==> config.mk <==
export PLATFORM = sky130hd
export DESIGN_NAME = scrod_ack_conditioner
export DESIGN_NICKNAME = d
export VERILOG_FILES = /design/src/rtl/caji_trg_pkg.sv /design/src/rtl/scrod_ack_chan.sv /design/src/rtl/scrod_ack_conditioner.sv
export SDC_FILE = /design/constraint.sdc
export NUM_CORES = 1
export LEC_CHECK = 0
export CAP_MARGIN = 20
export CORE_ASPECT_RATIO = 2
export CORE_UTILIZATION = 60
export CTS_CLUSTER_DIAMETER = 50
export DETAILED_ROUTE_END_ITERATION = 7
export HOLD_SLACK_MARGIN = 0.12
export PLACE_DENSITY = 0.82
export REMOVE_ABC_BUFFERS = 1
export SYNTH_ARGS = -nofsm -noshare
export SYNTH_HDL_FRONTEND = slang
export SYNTH_SLANG_ARGS = --single-unit
==> constraint.sdc <==
create_clock -name CLK_80MHZ -period 36.1 [get_ports CLK_80MHZ]
set_input_delay 7.22 -clock CLK_80MHZ [delete_from_list [all_inputs] [get_ports CLK_80MHZ]]
set_output_delay 7.22 -clock CLK_80MHZ [all_outputs]
set_load 0.02 [all_outputs]
==> src/rtl/caji_trg_pkg.sv <==
// Shared trigger-path constants, the ACK bus type and a saturating adder
// for the edge counter.
// Contents:
//   NUM_SCRODS / ACK_W        number of SCROD ACK channels and ACK bus width
//   SYNC_STAGES               synchroniser depth
//   STRETCH_W / STUCK_W       widths of the window and high-time counters
//   EDGE_CNT_W                width of the accepted-edge counter
//   DEF_STRETCH_LEN / DEF_STUCK_LIMIT  power-on defaults for software
package caji_trg_pkg;

  localparam int unsigned NUM_SCRODS  = 12;
  localparam int unsigned ACK_W       = NUM_SCRODS;
  localparam int unsigned SYNC_STAGES = 2;
  localparam int unsigned STRETCH_W   = 4;
  localparam int unsigned STUCK_W     = 16;
  localparam int unsigned EDGE_CNT_W  = 32;

  localparam logic [STRETCH_W-1:0] DEF_STRETCH_LEN = 4'd3;
  localparam logic [STUCK_W-1:0]   DEF_STUCK_LIMIT = 16'd1000;

  typedef logic [ACK_W-1:0] ack_bus_t;

  // Add with clamp at all-ones; the counter must never wrap.
  function automatic logic [EDGE_CNT_W-1:0] edge_cnt_sat_add(
    input logic [EDGE_CNT_W-1:0] cnt,
    input logic [EDGE_CNT_W-1:0] inc
  );
    logic [EDGE_CNT_W:0] sum;
    sum = {1'b0, cnt} + {1'b0, inc};
    return sum[EDGE_CNT_W] ? '1 : sum[EDGE_CNT_W-1:0];
  endfunction

endpackage

==> src/rtl/scrod_ack_chan.sv <==
// One SCROD ACK channel: synchroniser, rising-edge detect, coincidence
// window stretcher, high-time counter and sticky stuck-high flag.
// Ports:
//   clk, rst       system clock, async active-high reset
//   ack_raw        raw asynchronous ACK line
//   stretch_len    extra window cycles (pulse lasts stretch_len+1 cycles)
//   stuck_limit    consecutive high cycles that flag the line; 0 disables
//   clr_stuck      clears the stuck flag and the high-time counter
//   ack            registered, stretched ACK
//   stuck          registered sticky stuck-high flag
//   accept_c       combinational: an edge is accepted this cycle
module scrod_ack_chan
  import caji_trg_pkg::*;
#(
  parameter int unsigned SYNC_STAGES = caji_trg_pkg::SYNC_STAGES,
  parameter int unsigned STRETCH_W   = caji_trg_pkg::STRETCH_W,
  parameter int unsigned STUCK_W     = caji_trg_pkg::STUCK_W
) (
  input  logic                 clk,
  input  logic                 rst,
  input  logic                 ack_raw,
  input  logic [STRETCH_W-1:0] stretch_len,
  input  logic [STUCK_W-1:0]   stuck_limit,
  input  logic                 clr_stuck,
  output logic                 ack,
  output logic                 stuck,
  output logic                 accept_c
);

  logic [SYNC_STAGES-1:0] sync;
  logic                   s;
  logic                   s_d;
  logic                   rise;
  logic [STRETCH_W-1:0]   rem;
  logic [STUCK_W-1:0]     hi;
  logic [STUCK_W-1:0]     hi_inc;
  logic                   hit_limit;

  assign s        = sync[SYNC_STAGES-1];
  assign rise     = s & ~s_d;
  assign accept_c = rise & ~stuck;

  // Synchroniser chain plus edge-detect delay flop.
  always_ff @(posedge clk or posedge rst) begin
    if (rst) begin
      sync <= '0;
      s_d  <= 1'b0;
    end else begin
      sync <= {sync[SYNC_STAGES-2:0], ack_raw};
      s_d  <= s;
    end
  end

  // Coincidence window; an accept inside an open window reloads it.
  always_ff @(posedge clk or posedge rst) begin
    if (rst) begin
      ack <= 1'b0;
      rem <= '0;
    end else if (stuck) begin
      ack <= 1'b0;
      rem <= '0;
    end else if (accept_c) begin
      ack <= 1'b1;
      rem <= stretch_len;
    end else if (rem != '0) begin
      ack <= 1'b1;
      rem <= rem - STRETCH_W'(1);
    end else begin
      ack <= 1'b0;
    end
  end

  // hi_inc is the high-time including the cycle being sampled now, so the
  // flag sets on exactly the stuck_limit-th consecutive high sample.
  assign hi_inc    = (hi == '1) ? hi : hi + STUCK_W'(1);
  assign hit_limit = s && (stuck_limit != '0) && (hi_inc >= stuck_limit);

  // High-time counter and sticky flag; clear beats a same-cycle set.
  always_ff @(posedge clk or posedge rst) begin
    if (rst) begin
      hi    <= '0;
      stuck <= 1'b0;
    end else if (clr_stuck) begin
      hi    <= '0;
      stuck <= 1'b0;
    end else begin
      hi <= s ? hi_inc : '0;
      if (hit_limit) begin
        stuck <= 1'b1;
      end
    end
  end

endmodule

==> src/rtl/scrod_ack_conditioner.sv <==
// Conditions the raw per-SCROD ACK lines for the trigger vote: one
// scrod_ack_chan per line plus a saturating count of accepted edges.
// Ports:
//   CLK_80MHZ    system clock
//   RESET        async active-high reset, clears every flop
//   ACK_RAW      raw asynchronous ACK lines
//   STRETCH_LEN  extra window cycles per accepted edge
//   STUCK_LIMIT  consecutive high cycles that flag a line stuck; 0 disables
//   CLR_STUCK    pulse: clear all stuck flags and high-time counters
//   CNT_CLR      pulse: zero EDGE_COUNT (drops same-cycle accepts)
//   ACK          conditioned ACK to TRIG
//   STUCK        sticky per-channel stuck-high flags
//   EDGE_COUNT   saturating count of accepted rising edges
module scrod_ack_conditioner
  import caji_trg_pkg::*;
#(
  parameter int unsigned NUM_SCRODS  = caji_trg_pkg::NUM_SCRODS,
  parameter int unsigned SYNC_STAGES = caji_trg_pkg::SYNC_STAGES,
  parameter int unsigned STRETCH_W   = caji_trg_pkg::STRETCH_W,
  parameter int unsigned STUCK_W     = caji_trg_pkg::STUCK_W
) (
  input  logic                  CLK_80MHZ,
  input  logic                  RESET,
  input  logic [NUM_SCRODS-1:0] ACK_RAW,
  input  logic [STRETCH_W-1:0]  STRETCH_LEN,
  input  logic [STUCK_W-1:0]    STUCK_LIMIT,
  input  logic                  CLR_STUCK,
  input  logic                  CNT_CLR,
  output logic [NUM_SCRODS-1:0] ACK,
  output logic [NUM_SCRODS-1:0] STUCK,
  output logic [EDGE_CNT_W-1:0] EDGE_COUNT
);

  localparam int unsigned POP_W = $clog2(NUM_SCRODS + 1);

  logic [NUM_SCRODS-1:0] accept;
  logic [POP_W-1:0]      accept_cnt;

  for (genvar i = 0; i < NUM_SCRODS; i++) begin : g_chan
    scrod_ack_chan #(
      .SYNC_STAGES (SYNC_STAGES),
      .STRETCH_W   (STRETCH_W),
      .STUCK_W     (STUCK_W)
    ) u_chan (
      .clk         (CLK_80MHZ),
      .rst         (RESET),
      .ack_raw     (ACK_RAW[i]),
      .stretch_len (STRETCH_LEN),
      .stuck_limit (STUCK_LIMIT),
      .clr_stuck   (CLR_STUCK),
      .ack         (ACK[i]),
      .stuck       (STUCK[i]),
      .accept_c    (accept[i])
    );
  end

  // Popcount of simultaneous accepts; every channel's edge counts.
  always_comb begin
    accept_cnt = '0;
    for (int i = 0; i < NUM_SCRODS; i++) begin
      accept_cnt = accept_cnt + POP_W'(accept[i]);
    end
  end

  // Accepted-edge counter; clear takes priority over same-cycle accepts.
  always_ff @(posedge CLK_80MHZ or posedge RESET) begin
    if (RESET) begin
      EDGE_COUNT <= '0;
    end else if (CNT_CLR) begin
      EDGE_COUNT <= '0;
    end else begin
      EDGE_COUNT <= edge_cnt_sat_add(EDGE_COUNT, EDGE_CNT_W'(accept_cnt));
    end
  end

endmodule

==> impl_metrics.yaml, run 1 <==
status:
  run_status: "finished, final reports clean"
setup_path:
  critPathRequiredTime_ns: 36.70
  timing.critical_path.max_delay_family: "buffers and inverters"
  timing.critical_path.buf_inv: 4
  cp-start-kind: "input pin"
  cp-end-kind: "asynchronous set/reset pin"
  critical_path_cell_with_the_highest_stage_delay: "sky130_fd_sc_hd__buf_4"
  critical-path-max-stage-delay_ns: 0.88
  worst_ep_arrival_time_ns: 10.19
  worstSetupPathType: "input pin to asynchronous set/reset pin"
  worstPathCellList: "clkdlybuf4s50_1 -> inv_8 -> buf_4 -> buf_4"
  critical_path_peak_fanout: 128
  cp_common_cell: "sky130_fd_sc_hd__buf_4"
route:
  detailed_route_wire_length_per_cell_um: 20.1
  vias_per_cell: 6.39
  drc: 0
  drt_first_iter_violations: 1107
  route.antenna.remaining_nets: 0
  via_count: 17900
  dr.pass1.iters: 5
  wl_mm: 56.1
finish:
  area_growth_syn_to_layout_pct: 10.1
  final_design_area_no_fill_um2: 23800
  finish.utilization_pct: 66.9
  layout-drive-gt1-share_pct: 5.16
  nets: 2588
  antenna_cells_inserted: 0
  num-fill-cells: 2790
grt:
  grt_antenna_before_repair: 0
  grt_first_pass_wirelength_mm: 89.6
  grt_remaining_overflow: 0
  track_usage_pct: 30.9
  grt_max_degree: 129
  first_global_vias: 18300
floorplanning:
  die_h_um: 270
  floorplan.initialDensity_pct: 60.7
  fp-row-count: 98
  core_box_area_um2: 35600
  top_level_ports: 92
  dieArea_um2: 36800
  die-width_um: 136
timing:
  setup_tns_ns: 0
  setup_violations: 0
  worst_slew_pin_slew_ns: 1.03
  final_period_minus_worst_setup_slack_ns: 9.58
  rsz_0062_raised_after_global_routing: "false"
  clock.fmax_mhz: 104
  hold_viol: 0
  final_min_period_over_clock_period_pct: 26.5
  fin_worst_skew_ns: 0.0182
  timing.slew.headroom_pct: 31.6
  final-max-slew-violation-count: 0
min_path:
  holdCritPathClass: "flop to flop"
clock_tree:
  cts.clk_slew.worst_paths_ns: 0.07
  numCtsBuffers: 31
  post_cts_hold_buffer_count: 0
  clock_sinks: 332
  clk-insertion-delay-late_ns: 0.61
  cts_max_level: 1
  cts_tree: "yes"
  cts_root_buffer: "sky130_fd_sc_hd__clkbuf_16"
  postCtsSetupRepairBufs: 0
  cts_repair_resize_count: 0
  cts_max_path_buffers: 3
pwr:
  total_internal_power_mw: 0.694
  switchingPower_mw: 0.294
  pwr-share-clk_pct: 35.2
  power_per_cell_area_nw_per_um2: 41.6
  pwr-share-seq_pct: 44.4
  comb_power_share_pct: 20.4
  p_leak_nw: 10.9
  worst_ir_drop_vdd_uv: 43.6
  p_sw_share_pct: 29.8
yosys:
  syn_warnings: 0
  synth.yosys.seq_area_share_pct: 38.5
  synth_ff_type: "sky130_fd_sc_hd__dfrtp_1"
  mean_cell_area_of_the_mapped_netlist_um2: 9.52
  mappedNetlistArea_um2: 21600
  synth_edf_count: 0
  postSynthCellCount: 2268
  synthArstFlopShare_pct: 100
  synth_cell_types: 69
  synth.ff_latch_count: 332
placement:
  place.port_buffers: 91
  dp.final_hpwl_mm: 39.6
  final_wtd_congestion: 0.959
  dpl-instance-area_um2: 22700
job:
  max_cap_viols: 0
[cell type report]
cell class                 count  area [µm²]  area share [%]
inverter                      77         297            1.25
clock inverter                13         174           0.731
tap                          450         563            2.37
sequential                   332        8310            34.9
clock buffer                  44         885            3.72
timing repair buffer         101         993            4.18
multi-input combinational   1776       12600            52.8
[state kept, by name, summed over array words and instances, names as in the netlist]
register / count
g_chan.u_chan.stuck: 12
EDGE_COUNT: 32
g_chan.u_chan.hi: 192
g_chan.u_chan.s_d: 12
g_chan.u_chan.sync: 24
g_chan.u_chan.ack: 12
g_chan.u_chan.rem: 48
[per-stage QoR]
step	std cells	setup WS, ns	hold WS, ns	total power [mW]
2_1_floorplan	2185	19.68	0.331	0.582
3_3_place_gp	2735	25.81	0.334	0.630
3_5_place_dp	2736	25.75	0.339	0.645
4_1_cts	2793	26.38	0.350	0.992
5_1_grt	2793	26.04	0.352	1.03
6_report	2793	26.52	0.347	0.988
[kinds of logic (layout without fill, tap and decap cells)]
logic type,count (synthesis),after routing,synth area share (%)
DFF,332,332,38.5
AOI/OAI and AO/OA,455,455,13.3
muxes,36,36,1.82
xor gates and xnor gates,157,157,6.37
adders and majority gates,233,233,13.8
and+or+nand+nor,895,895,22.9
buffers and inverters,160,235,3.36
[layout by cell type (no fill, tap or decap), types with 11 or more instances in the layout]
| cell type | instances |
|---|---|
| sky130_fd_sc_hd__ha_1 | 225 |
| sky130_fd_sc_hd__nor3b_1 | 18 |
| sky130_fd_sc_hd__nor3_1 | 79 |
| sky130_fd_sc_hd__dfrtp_1 | 332 |
| sky130_fd_sc_hd__a2111oi_0 | 18 |
| sky130_fd_sc_hd__o21ai_0 | 84 |
| sky130_fd_sc_hd__nand2b_1 | 29 |
| sky130_fd_sc_hd__a211oi_1 | 66 |
| sky130_fd_sc_hd__nand2_1 | 129 |
| sky130_fd_sc_hd__and4_1 | 18 |
| sky130_fd_sc_hd__nand4_1 | 47 |
| sky130_fd_sc_hd__clkdlybuf4s50_1 | 91 |
| sky130_fd_sc_hd__inv_1 | 76 |
| sky130_fd_sc_hd__nor2b_1 | 142 |
| sky130_fd_sc_hd__a21oi_1 | 157 |
| sky130_fd_sc_hd__mux2_2 | 26 |
| sky130_fd_sc_hd__nand3_1 | 77 |
| sky130_fd_sc_hd__o2111ai_1 | 15 |
| sky130_fd_sc_hd__nor4_1 | 28 |
| sky130_fd_sc_hd__xnor2_1 | 87 |
| sky130_fd_sc_hd__or4_1 | 11 |
| sky130_fd_sc_hd__a31oi_1 | 33 |
| sky130_fd_sc_hd__and2_1 | 26 |
| sky130_fd_sc_hd__and3b_1 | 12 |
| sky130_fd_sc_hd__a21o_1 | 14 |
| sky130_fd_sc_hd__clkbuf_16 | 31 |
| sky130_fd_sc_hd__nor2_1 | 192 |
| sky130_fd_sc_hd__and3_1 | 29 |
| sky130_fd_sc_hd__xor2_1 | 70 |
[power groups by stage]
| stage | Sequential (mW) | Clock [mW] | Combinational [mW] |
|---|---|---|---|
| after floorplan | 0.442 | 0 | 0.140 |
| final | 0.439 | 0.348 | 0.202 |
| after CTS | 0.438 | 0.351 | 0.203 |
| after global routing | 0.442 | 0.363 | 0.228 |
| after detailed placement | 0.445 | 0 | 0.201 |
| after global placement | 0.443 | 0 | 0.187 |
[metal layers]
layer	wire (µm)	up-vias	track usage (%)
li1	-	8327	-
met1	20100	8726	33.0
met2	29000	569	54.7
met3	2680	235	3.87
met4	4360	0	22.9
met5	0	-	0
[cell usage after synthesis, types with 9 or more instances]
library cell / n / area (µm²)
sky130_fd_sc_hd__a211o_1: 10 / 87.6
sky130_fd_sc_hd__nor2b_1: 142 / 888
sky130_fd_sc_hd__nand2b_1: 29 / 181
sky130_fd_sc_hd__nor4b_1: 10 / 87.6
sky130_fd_sc_hd__nand3_1: 77 / 385
sky130_fd_sc_hd__nor4_1: 28 / 175
sky130_fd_sc_hd__o21a_1: 9 / 67.6
sky130_fd_sc_hd__mux2_2: 26 / 293
sky130_fd_sc_hd__xor2_1: 70 / 613
sky130_fd_sc_hd__o21ai_0: 84 / 420
sky130_fd_sc_hd__nor3b_1: 18 / 135
sky130_fd_sc_hd__and3_1: 29 / 181
sky130_fd_sc_hd__buf_4: 25 / 188
sky130_fd_sc_hd__nor3_1: 79 / 395
sky130_fd_sc_hd__dfrtp_1: 332 / 8310
sky130_fd_sc_hd__a2111oi_0: 18 / 158
sky130_fd_sc_hd__or4_1: 11 / 82.6
sky130_fd_sc_hd__clkbuf_1: 40 / 150
sky130_fd_sc_hd__o2111ai_1: 15 / 131
sky130_fd_sc_hd__a21oi_1: 157 / 786
sky130_fd_sc_hd__xnor2_1: 87 / 762
sky130_fd_sc_hd__and4_1: 18 / 158
sky130_fd_sc_hd__a31oi_1: 33 / 206
sky130_fd_sc_hd__nor2_1: 192 / 721
sky130_fd_sc_hd__a211oi_1: 66 / 495
sky130_fd_sc_hd__ha_1: 225 / 2820
sky130_fd_sc_hd__and2_1: 26 / 163
sky130_fd_sc_hd__and3b_1: 12 / 105
sky130_fd_sc_hd__a21o_1: 14 / 105
sky130_fd_sc_hd__buf_2: 12 / 60.1
sky130_fd_sc_hd__inv_1: 77 / 289
sky130_fd_sc_hd__nand4_1: 47 / 294
sky130_fd_sc_hd__mux2i_1: 10 / 100
sky130_fd_sc_hd__nand2_1: 129 / 484
[worst paths after layout]
| path | from | end | slack (ns) | cells after the start |
|---|---|---|---|---|
| worst max-delay path | RESET | g_chan[7].u_chan.hi[2] | 26.52 | 4 |
| worst min-delay path | g_chan[3].u_chan.sync[0] | g_chan[3].u_chan.sync[1] | 0.35 | 0 |
| worst max register to register | g_chan[0].u_chan.sync[1] | EDGE_COUNT[14] | 30.56 | 14 |
| worst min register to register | g_chan[3].u_chan.sync[0] | g_chan[3].u_chan.sync[1] | 0.35 | 0 |
| max in group CLK_80MHZ | g_chan[4].u_chan.stuck | STUCK[4] | 26.84 | 1 |
| min in group asynchronous | RESET | g_chan[8].u_chan.ack | 7.20 | 2 |
Note: power is estimated with default switching activity, not from simulation.
==> run 2, diff against run 1 <==
==> constraint.sdc (replaced) <==
create_clock -name CLK_80MHZ -period 9.6 [get_ports CLK_80MHZ]
set_input_delay 1.92 -clock CLK_80MHZ [delete_from_list [all_inputs] [get_ports CLK_80MHZ]]
set_output_delay 1.92 -clock CLK_80MHZ [all_outputs]
set_load 0.02 [all_outputs]
==> run 2 against run 1 <==
Core utilization rose by 0.45 points. Register-to-register slack got worse by 27 ns. Combinational power rose to 3.9 times the previous value. Routed wire length rose by 3.8%. Global-route usage rose by 1.6 points. Worst setup slack got worse by 23 ns. Clock-buffer cell count rose by 6. Clock skew fell by 0.0052 ns. Die area did not move. Power rose to 3.9 times the previous value. Critical path type is now flop to flop. Critical endpoint is now EDGE_COUNT[19]. Largest cell class unchanged. Largest power group unchanged. Hold slack got worse by 0.0030 ns. Non-clock buffer count did not move.
==> impl_metrics.yaml, run 2 (synthesis results as in run 1) <==
clock_tree:
  cts_max_path_buffers: 3
  cts_root_buffer: "sky130_fd_sc_hd__clkbuf_16"
  numCtsBuffers: 34
  clock_sinks: 332
  clk-insertion-delay-late_ns: 0.54
  postCtsSetupRepairBufs: 0
  cts_max_level: 2
  post_cts_hold_buffer_count: 0
  cts.clk_slew.worst_paths_ns: 0.07
  cts_repair_resize_count: 0
  cts_tree: "yes"
setup_path:
  cp-start-kind: "flop"
  critPathRequiredTime_ns: 10.05
  critical_path_peak_fanout: 24
  worst_ep_arrival_time_ns: 6.15
  cp-end-kind: "flop"
  worstSetupPathType: "flop to flop"
grt:
  grt_remaining_overflow: 0
  first_global_vias: 18800
  grt_first_pass_wirelength_mm: 93.5
  gr-usage-met1_pct: 32.9
  grt_antenna_before_repair: 0
  track_usage_pct: 32.5
  globalRoute.busiestLayer: "met2"
  use_met3_pct: 5.16
  grt_util_met2_pct: 56.6
  grt_max_degree: 171
min_path:
  holdCritPathClass: "flop to flop"
pwr:
  total_power_mw: 3.88
  p_leak_nw: 11.0
  worst_ir_drop_vdd_uv: 153
  power_per_cell_area_nw_per_um2: 162
placement:
  final_wtd_congestion: 0.931
  pre_cts_ws_ns: 4.00
  dp.final_hpwl_mm: 40.7
  place.port_buffers: 91
  dpl-instance-area_um2: 22700
finish:
  num-fill-cells: 2787
  largest-register: "g_chan.u_chan.hi"
  area_growth_syn_to_layout_pct: 10.9
  layout.cells.most_common: "sky130_fd_sc_hd__dfrtp_1"
  layout-drive-gt1-share_pct: 5.37
  antenna_cells_inserted: 0
  nets: 2591
  layout_top_registers: "g_chan.u_chan.hi (192), g_chan.u_chan.rem (48), EDGE_COUNT (32)"
  largest_register_ffs: 192
  final_design_area_no_fill_um2: 23900
  layout.cells.most_common_list: "332 x sky130_fd_sc_hd__dfrtp_1, 225 x sky130_fd_sc_hd__ha_1, 192 x sky130_fd_sc_hd__nor2_1"
timing:
  hold_viol: 0
  setup_violations: 0
  postLayoutSetupSlackWorst_ns: 3.91
  worst_slew_pin_slew_ns: 1.06
  final_period_minus_worst_setup_slack_ns: 5.69
  rsz_0062_raised_after_global_routing: "false"
  timing.slew.headroom_pct: 29.1
  final-max-slew-violation-count: 0
  fin_worst_skew_ns: 0.0129
  final_min_period_over_clock_period_pct: 59.3
  clock.fmax_mhz: 176
route:
  via_count: 18000
  vias_per_cell: 6.44
  drt_first_iter_violations: 1110
  dr.pass1.iters: 5
  wl_mm: 58.2
  drc: 0
  route.antenna.remaining_nets: 0
  detailed_route_wire_length_per_cell_um: 20.8
floorplanning:
  dieArea_um2: 36800
  floorplan.initialDensity_pct: 60.7
  die-width_um: 136
  fp-row-count: 98
  die_h_um: 270
  top_level_ports: 92
  core_box_area_um2: 35600
status:
  run_status: "finished, final reports clean"
job:
  max_cap_viols: 0
## run 2: cell types whose count changed in the layout (fill, tap and decap cells not counted), sizes merged
cell	before	now
clkinvlp	1	3
bufinv	3	4
inv	81	77
clkbuf	44	50
## run 2: per-stage QoR
stage / std cells / hold slack (ns) / utilization, % / TNS (ns)
final: 2798 / 0.344 / 67.3 / 0
after global routing: 2798 / 0.353 / 67.3 / 0
after CTS: 2798 / 0.345 / 67.3 / 0
after detailed placement: 2736 / 0.335 / 63.9 / 0
after global placement: 2735 / 0.332 / 63.9 / 0
after floorplan: 2185 / 0.331 / - / -503.47
## run 2: worst paths after layout
| kind | from | end | slack, ns | cells past startpoint |
|---|---|---|---|---|
| setup reg to reg | g_chan[6].u_chan.stuck | EDGE_COUNT[19] | 3.91 | 14 |
| setup / recovery | g_chan[6].u_chan.stuck | EDGE_COUNT[19] | 3.91 | 14 |
| max in group asynchronous | RESET | g_chan[7].u_chan.hi[5] | 6.15 | 3 |
| min in group asynchronous | RESET | g_chan[1].u_chan.rem[3] | 1.95 | 2 |
| hold reg to reg | g_chan[10].u_chan.sync[0] | g_chan[10].u_chan.sync[1] | 0.34 | 0 |
| hold / removal | g_chan[10].u_chan.sync[0] | g_chan[10].u_chan.sync[1] | 0.34 | 0 |
## run 2: worst max-delay path: stages, from the launching register on
cell,delay [ns]
sky130_fd_sc_hd__dfrtp_1,0.48
sky130_fd_sc_hd__nor3b_2,0.79
sky130_fd_sc_hd__fa_1,0.56
sky130_fd_sc_hd__inv_1,0.08
sky130_fd_sc_hd__fa_1,0.44
sky130_fd_sc_hd__fa_1,0.52
sky130_fd_sc_hd__fa_1,0.45
sky130_fd_sc_hd__fa_1,0.40
sky130_fd_sc_hd__inv_1,0.08
sky130_fd_sc_hd__fa_1,0.24
sky130_fd_sc_hd__a211oi_1,0.11
sky130_fd_sc_hd__o21ba_1,0.33
sky130_fd_sc_hd__nor4_4,0.58
sky130_fd_sc_hd__nand2_4,0.29
sky130_fd_sc_hd__a31oi_1,0.22
## run 2: final cells by class
cell class,count,area (µm²),area share [%]
Sequential cell,332,8310,34.7
Inverter,77,297,1.24
Clock buffer,50,1030,4.32
Tap cell,450,563,2.35
Timing Repair Buffer,101,1010,4.20
Multi-Input combinational cell,1776,12600,52.5
Clock inverter,12,171,0.716
## run 2: power by group
part           total [mW]  leakage (nW)  switching (mW)  internal [mW]
combinational       0.783          6.05           0.431          0.352
clock                1.45         0.584           0.586          0.860
sequential           1.65          4.37           0.120           1.53
total                3.88          11.0            1.14           2.75
## run 2: per-layer routing
layer,share of wire [%],vias up
li1,-,8316
met1,34,8788
met2,51,622
met3,5.2,295
met4,9.8,0
met5,0,-
==> run 3, diff against run 2 <==
--- a/config.mk
+++ b/config.mk
@@ -7,11 +7,11 @@
 export LEC_CHECK = 0
 export CAP_MARGIN = 20
 export CORE_ASPECT_RATIO = 2
-export CORE_UTILIZATION = 60
+export CORE_UTILIZATION = 56
 export CTS_CLUSTER_DIAMETER = 50
 export DETAILED_ROUTE_END_ITERATION = 7
 export HOLD_SLACK_MARGIN = 0.12
-export PLACE_DENSITY = 0.82
+export PLACE_DENSITY = 0.8
 export REMOVE_ABC_BUFFERS = 1
 export SYNTH_ARGS = -nofsm -noshare
 export SYNTH_HDL_FRONTEND = slang
==> constraint.sdc (replaced) <==
create_clock -name CLK_80MHZ -period 5 [get_ports CLK_80MHZ]
set_input_delay 1 -clock CLK_80MHZ [delete_from_list [all_inputs] [get_ports CLK_80MHZ]]
set_output_delay 1 -clock CLK_80MHZ [all_outputs]
set_load 0.02 [all_outputs]
==> run 3 against run 2 <==
Critical path type unchanged. Register-to-register slack got worse by 3.6 ns. Clock power increased by 82%. Critical path depth did not move. Flip-flop and latch count unchanged. Design area grew 0.98%. Non-clock buffer count rose by 25. Largest cell class unchanged. Core utilization is 3.8 points lower. Combinational power up 90%. Sequential power rose by 92%. Worst setup slack got worse by 3.6 ns. Via count grew 0.63%.
==> impl_metrics.yaml, run 3 (synthesis results as in run 1) <==
finish:
  layout.cells.most_common: "sky130_fd_sc_hd__dfrtp_1"
  layout_top_registers: "g_chan.u_chan.hi (192), g_chan.u_chan.rem (48), EDGE_COUNT (32)"
  antenna_cells_inserted: 0
  nets: 2616
  area_growth_syn_to_layout_pct: 11.9
  num-fill-cells: 3007
  layout-drive-gt1-share_pct: 6.45
  largest-register: "g_chan.u_chan.hi"
  largest_register_ffs: 192
  layout.cells.most_common_list: "332 x sky130_fd_sc_hd__dfrtp_1, 225 x sky130_fd_sc_hd__ha_1, 192 x sky130_fd_sc_hd__nor2_1"
clock_tree:
  post_cts_hold_buffer_count: 0
  cts_root_buffer: "sky130_fd_sc_hd__clkbuf_16"
  numCtsBuffers: 34
  clock_sinks: 332
  cts_max_path_buffers: 3
  cts.clk_slew.worst_paths_ns: 0.07
  clk-insertion-delay-late_ns: 0.53
  cts_max_level: 2
  cts_tree: "yes"
grt:
  grt_antenna_before_repair: 1
  grt_first_pass_wirelength_mm: 94.4
  grt_remaining_overflow: 0
  track_usage_pct: 30.5
  first_global_vias: 18900
  grt_max_degree: 121
route:
  via_count: 18100
  drt_first_iter_violations: 964
  drc: 0
  wl_mm: 58.8
  route.antenna.remaining_nets: 0
  vias_per_cell: 6.28
  detailed_route_wire_length_per_cell_um: 20.4
  dr.pass1.iters: 5
floorplanning:
  die_h_um: 280
  core_box_area_um2: 38000
  top_level_ports: 92
  floorplan.initialDensity_pct: 56.8
  die-width_um: 141
  fp-row-count: 101
  dieArea_um2: 39400
setup_path:
  critPathRequiredTime_ns: 5.44
  worst_ep_arrival_time_ns: 5.17
  cp-end-kind: "flop"
  critical_path_peak_fanout: 7
  cp-start-kind: "flop"
  worstSetupPathType: "flop to flop"
timing:
  final-max-slew-violation-count: 0
  final_min_period_over_clock_period_pct: 94.5
  rsz_0062_raised_after_global_routing: "false"
  timing.slew.headroom_pct: 22.9
  setup_tns_ns: 0
  hold_viol: 0
  clock.fmax_mhz: 212
  fin_worst_skew_ns: 0.0131
  final_period_minus_worst_setup_slack_ns: 4.73
  worst_slew_pin_slew_ns: 1.15
  setup_violations: 0
placement:
  dp.final_hpwl_mm: 42.2
  place.port_buffers: 91
  final_wtd_congestion: 0.918
pwr:
  p_leak_nw: 11.1
  power_per_cell_area_nw_per_um2: 302
  total_power_mw: 7.30
  worst_ir_drop_vdd_uv: 220
job:
  max_cap_viols: 0
status:
  run_status: "finished, final reports clean"
min_path:
  holdCritPathClass: "flop to flop"
==> run 3: cell count changes in the layout (fill, tap and decap cells not counted) <==
cell	change
sky130_fd_sc_hd__clkbuf_16	-2
sky130_fd_sc_hd__buf_12	+2
sky130_fd_sc_hd__bufinv_16	-3
sky130_fd_sc_hd__clkbuf_8	+7
sky130_fd_sc_hd__nor3b_4	+1
sky130_fd_sc_hd__buf_4	+24
sky130_fd_sc_hd__clkinv_4	-1
sky130_fd_sc_hd__inv_6	+1
sky130_fd_sc_hd__buf_8	-1
sky130_fd_sc_hd__nor3b_2	-1
sky130_fd_sc_hd__clkbuf_1	-4
==> run 3: critical path, stage by stage (launching register included) <==
cell,delay [ns]
sky130_fd_sc_hd__dfrtp_1,0.43
sky130_fd_sc_hd__nor3b_4,0.29
sky130_fd_sc_hd__fa_1,0.49
sky130_fd_sc_hd__inv_1,0.09
sky130_fd_sc_hd__fa_1,0.44
sky130_fd_sc_hd__fa_1,0.52
sky130_fd_sc_hd__fa_1,0.43
sky130_fd_sc_hd__fa_1,0.41
sky130_fd_sc_hd__inv_1,0.09
sky130_fd_sc_hd__fa_1,0.18
sky130_fd_sc_hd__a211oi_1,0.09
sky130_fd_sc_hd__o21ba_1,0.25
sky130_fd_sc_hd__buf_4,0.18
sky130_fd_sc_hd__or4_1,0.52
sky130_fd_sc_hd__a31oi_1,0.22
==> run 3: layout make-up <==
cell class	count	area (µm²)	area share, %
repair buffers	126	1210	5.01
clock inverters	9	81.3	0.336
inverters	77	297	1.23
flip-flops and latches	332	8310	34.4
clock buffers	51	1070	4.41
well taps	515	644	2.66
multi-input cells	1776	12600	52.0
==> run 3: timing repair <==
item	4_1_cts	5_1_grt
buffers inserted	0	0
gates resized for setup	0	1
endpoints found under the setup margin	0	1
==> run 3: worst paths after layout <==
path	from	to	slack, ns	depth (start not counted)
min in group asynchronous	RESET	g_chan[0].u_chan.ack	1.03	2
worst min-delay path	g_chan[3].u_chan.sync[0]	g_chan[3].u_chan.sync[1]	0.35	0
worst min register to register	g_chan[3].u_chan.sync[0]	g_chan[3].u_chan.sync[1]	0.35	0
max in group asynchronous	RESET	g_chan[10].u_chan.hi[4]	2.98	3
worst max register to register	g_chan[6].u_chan.sync[1]	EDGE_COUNT[14]	0.27	14
worst max-delay path	g_chan[6].u_chan.sync[1]	EDGE_COUNT[14]	0.27	14
==> run 3: power by group <==
| group | switching [mW] | total (mW) | internal, mW | leakage [nW] |
|---|---|---|---|---|
| sequential | 0.222 | 3.17 | 2.94 | 4.37 |
| clock | 1.11 | 2.64 | 1.53 | 0.563 |
| combinational | 0.804 | 1.49 | 0.687 | 6.18 |
==> run 3: metrics by stage <==
step,hold slack (ns),cells,setup WS [ns],utilization (%),area [µm²]
floorplan,0.331,2185,-5.20,-,21200
global placement,0.336,2826,0.375,60.5,23000
detailed placement,0.336,2826,0.203,60.5,23000
CTS,0.353,2886,0.198,63.6,24200
global route,0.367,2886,0.0383,63.6,24200
finish,0.349,2886,0.273,63.6,24200
==> run 3: metal layers <==
metal / wire length [µm] / GRT usage (%) / up-vias
li1: - / - / 8371
met1: 20300 / 30.0 / 8903
met2: 30400 / 55.6 / 583
met3: 2650 / 4.34 / 274
met4: 5450 / 26.1 / 4
met5: 22 / 0 / -
